--- src/rtl/swervolf_input_debounce.sv ---
// Switch/button conditioner: two-flop synchroniser, per-bit hold-counter debounce,
// edge pulses, sticky maskable event flags and a registered interrupt.
module swervolf_input_debounce #(
    parameter int unsigned     WIDTH     = 16,
    parameter int unsigned     DB_CYCLES = 50000,
    parameter logic [WIDTH-1:0] RESET_VAL = '0
) (
    input  logic             clk,
    input  logic             rstn,
    input  logic [WIDTH-1:0] i_raw,
    input  logic [WIDTH-1:0] i_clr,
    input  logic [WIDTH-1:0] i_mask,
    output logic [WIDTH-1:0] o_stable,
    output logic [WIDTH-1:0] o_rise,
    output logic [WIDTH-1:0] o_fall,
    output logic [WIDTH-1:0] o_event,
    output logic             o_irq
);

    localparam int unsigned CNT_W = $clog2(DB_CYCLES + 1);
    localparam logic [CNT_W-1:0] CNT_LAST = CNT_W'(DB_CYCLES - 1);

    logic [WIDTH-1:0] sync1;
    logic [WIDTH-1:0] sync2;
    logic [CNT_W-1:0] cnt_q [WIDTH];
    logic [CNT_W-1:0] cnt_d [WIDTH];
    logic [WIDTH-1:0] stable_d;
    logic [WIDTH-1:0] rise_d;
    logic [WIDTH-1:0] fall_d;
    logic [WIDTH-1:0] event_d;
    logic             irq_d;

    // Per-bit debounce: count consecutive mismatching cycles, accept on the last one
    always_comb begin
        stable_d = o_stable;
        rise_d   = '0;
        fall_d   = '0;
        for (int i = 0; i < int'(WIDTH); i++) begin
            cnt_d[i] = '0;
            if (sync2[i] != o_stable[i]) begin
                if (cnt_q[i] == CNT_LAST) begin
                    stable_d[i] = sync2[i];
                    rise_d[i]   = sync2[i];
                    fall_d[i]   = ~sync2[i];
                end else begin
                    cnt_d[i] = cnt_q[i] + CNT_W'(1);
                end
            end
        end
    end

    // Set from the registered pulse and OR'd in after the clear, so a colliding clear cannot lose it
    always_comb begin
        event_d = (o_event & ~i_clr) | o_rise | o_fall;
        irq_d   = |(o_event & i_mask);
    end

    always_ff @(posedge clk or negedge rstn) begin
        if (!rstn) begin
            sync1    <= RESET_VAL;
            sync2    <= RESET_VAL;
            o_stable <= RESET_VAL;
            o_rise   <= '0;
            o_fall   <= '0;
            o_event  <= '0;
            o_irq    <= 1'b0;
            for (int i = 0; i < int'(WIDTH); i++) begin
                cnt_q[i] <= '0;
            end
        end else begin
            sync1    <= i_raw;
            sync2    <= sync1;
            o_stable <= stable_d;
            o_rise   <= rise_d;
            o_fall   <= fall_d;
            o_event  <= event_d;
            o_irq    <= irq_d;
            for (int i = 0; i < int'(WIDTH); i++) begin
                cnt_q[i] <= cnt_d[i];
            end
        end
    end

endmodule

--- config.mk ---
export PLATFORM = sky130hd
export DESIGN_NAME = swervolf_input_debounce
export DESIGN_NICKNAME = d
export VERILOG_FILES = /design/src/rtl/swervolf_input_debounce.sv
export SDC_FILE = /design/constraint.sdc
export NUM_CORES = 1
export LEC_CHECK = 0
export ABC_AREA = 1
export CAP_MARGIN = 20
export CORE_UTILIZATION = 55
export DETAILED_ROUTE_END_ITERATION = 8
export GPL_TIMING_DRIVEN = 0
export PLACE_DENSITY = 0.75
export SLEW_MARGIN = 10
export SYNTH_ARGS = -nofsm -noshare
export SYNTH_HDL_FRONTEND = slang
export SYNTH_SLANG_ARGS = --single-unit
--- constraint.sdc ---
create_clock -name clk -period 1.95 [get_ports clk]
set_input_delay 0.4875 -clock clk [delete_from_list [all_inputs] [get_ports clk]]
set_output_delay 0.4875 -clock clk [all_outputs]
set_load 0.02 [all_outputs]
==> metrics.cfg <==
[run_status]
status=finished, final reports clean

[timing]
clock.fmax_mhz=549.9
setup_viol_count_final=0
rsz0062_at_grt=false
slew_violations=0
post-route-min-period_ps=1819
clock_skew_ps=8.190
hold_viol=0
post-route-period-util_pct=93.26
tightest_slew_ps=516.8
relSlewSlack_pct=65.55
setup_tns_ps=0

[critical_path]
max_stage_delay_ps=470
crit_buf_inv=1
path_cells=dlygate4sd2_1
start_kind=flip-flop
crit_family=flip-flops
cp.required_ps=1460
criticalPathCategory=flip-flop to output port
critPathSlowestCell=dfrtp_2
critPathCaptureType=output port
cp_max_fo=3
worstPathArrival_ps=1330

[clock_network]
cts_tree=yes
path_clk_slew_ps=60
cts.path.max_buffers=3
postCtsSetupBuffers=0
cts-htree-levels=2
insertion_delay_ps=520
root_buffer=clkbuf_16
cts.sinks=353
cts_made_buffers=40

[placed_design]
placement.io_buffers=114
hpwl_um=25260
place.gp.congestion=0.9204

[detailed_routing]
wire_per_inst_um=12.59
wl_um=35530
vias=14400
vias_per_cell=5.102
drtIter0Drc=908
dr.pass1.iters=8
drc=0
drt.antenna.violating_nets=0

[cells_and_area]
fillCellCount=2680
nets=2462
n_antenna_cell=0
seqCellArea_mm2=0.008835
drive_gt1_share_pct=6.568
multiInputGateArea_mm2=0.007687
syn_to_final_growth_pct=17.30

[synthesis]
synth_cell_type_count=31
avgSynthCellArea_um2=7.878
yosys_warnings=0
syn_inst=2235
syn_area_mm2=0.01761
ys_seq_elements=353
ys_seq_area_share_pct=50.17
syn-num-nets=2301

[die]
die_area_mm2=0.03273
ios=115
die_x_um=180.9
die_y_um=180.9
core-area_mm2=0.03156
rows=65
start_util_pct=55.80

[power_and_ir_drop]
ir_drop_mv=0.6797
p_total_w=0.01579
leakagePower_nw=10.03
p_per_area_mw_per_mm2=764.3

[global_routing]
groute.usage.overall_pct=22.41
grt_pass1_vias=13920
grt_max_degree=93
grt_pass1_wl_um=62040
antenna_found_initial=0
grt-ovfl-total=0

[run]
maxCapViolations=0

[min_path]
hp-class=flip-flop to flip-flop

## metal layers
| layer | up-vias | track usage [%] | part of all wire (%) | wire, um |
|---|---|---|---|---|
| met2 | 301 | 37.81 | 47 | 16840 |
| met4 | 0 | 6.325 | 1.8 | 629 |
| met3 | 56 | 3.689 | 5.0 | 1768 |
| met1 | 6699 | 29.90 | 46 | 16290 |
| met5 | - | 0 | 0 | 0 |
| li1 | 7346 | - | - | - |
## placed cells by master, fill, tap and decap left out, types with 28 or more instances in the layout
master,instances
dfrtp_1,352
a21oi_1,43
inv_1,265
clkbuf_16,42
nand2_1,396
clkdlybuf4s50_1,48
nand3_1,195
nand4_1,43
xor2_1,64
nor3_1,35
nand2_2,28
dlygate4sd2_1,65
nor2_1,603
xnor2_1,40
## cell type report
| class | count | area share (%) |
|---|---|---|
| multi-input combinational | 1597 | 37.22 |
| clock inverter | 13 | 0.9208 |
| tap | 402 | 2.435 |
| clock buffer | 54 | 5.640 |
| timing repair buffer | 119 | 5.749 |
| sequential | 353 | 42.78 |
| inverter | 272 | 4.943 |
| buffer | 13 | 0.3150 |
## registers in the layout (all words and copies together) (netlist names)
| signal | flops |
|---|---|
| sync1 | 16 |
| o_fall | 16 |
| sync2 | 16 |
| o_event | 16 |
| cnt_q | 256 |
| o_irq | 1 |
| o_rise | 16 |
| o_stable | 16 |
## per-stage QoR
stage	util, %	hold slack (ps)	area [um2]	setup slack [ps]	cells
3_3_place_gp	61.01	332.3	19250	-14800	2751
6_report	65.45	345.9	20650	131.4	2823
2_1_floorplan	-	191.9	17610	640.2	2235
3_5_place_dp	61.28	335.5	19340	84.87	2754
4_1_cts	65.36	345.3	20620	42.46	2822
5_1_grt	65.45	350.7	20650	89.44	2823
## power breakdown
group	switching (W)	total (W)	internal (W)
sequential	0.000105	0.00755	0.00744
combinational	0.000358	0.000595	0.000237
clock	0.00283	0.00764	0.00481
total	0.00330	0.0158	0.0125
## synthesized netlist by cell type
master,number,area (um2)
a21oi_1,43,215.2
or2_2,8,50.05
nor3_2,4,40.04
nor2_4,1,11.26
nand2_1,396,1486
buf_2,13,65.06
o21ai_0,24,120.1
nor3b_1,6,45.04
nand2_2,28,175.2
ha_1,16,200.2
nor2_2,9,56.30
nand3b_1,5,37.54
nand3_4,3,52.55
a21o_1,4,30.03
nor2_1,603,2263
dfrtp_1,353,8833
nand4_1,43,269.0
o21ai_1,1,5.000
inv_1,265,994.7
a21oi_2,1,8.760
xnor2_1,40,350.3
nor3_4,6,97.59
nand2_4,5,56.30
nor3_1,35,175.2
nand3_2,5,50.05
inv_2,7,26.28
a31oi_1,20,125.1
nand3_1,195,975.9
xor2_1,64,560.5
o21bai_1,24,180.2
or2_1,8,50.05
## cell families (layout without fill, tap and decap cells)
logic type / count (synthesis) / after routing / synth area share (%)
AO/OA/AOI/OAI: 117 / 117 / 3.887
XOR/XNOR: 104 / 104 / 5.173
adder cells (fa/ha/maj): 16 / 16 / 1.137
buffers and inverters: 285 / 471 / 6.168
flip-flops: 353 / 353 / 50.17
AND/OR/NAND/NOR: 1360 / 1360 / 33.46
## repair_timing
action,4_1_cts,5_1_grt
setup endpoints to repair,65,91
hold buffers,1,0
gates cloned,0,1
endpoints found under the hold margin,33,0
gates resized for setup,66,1
## path summary, 6_finish.rpt
path / from / end / slack [ps] / cells past startpoint
worst min register to register: sync1[8] / sync2[8] / 350 / 0
max in group asynchronous: rstn / cnt_q[105] / 400 / 4
worst max register to register: cnt_q[32] / o_rise[13] / 470 / 5
worst max-delay path: o_event[0] / o_event[0] / 130 / 1
min in group asynchronous: rstn / cnt_q[29] / 480 / 2
worst min-delay path: sync1[8] / sync2[8] / 350 / 0
Power figures use the tool's default switching activity.
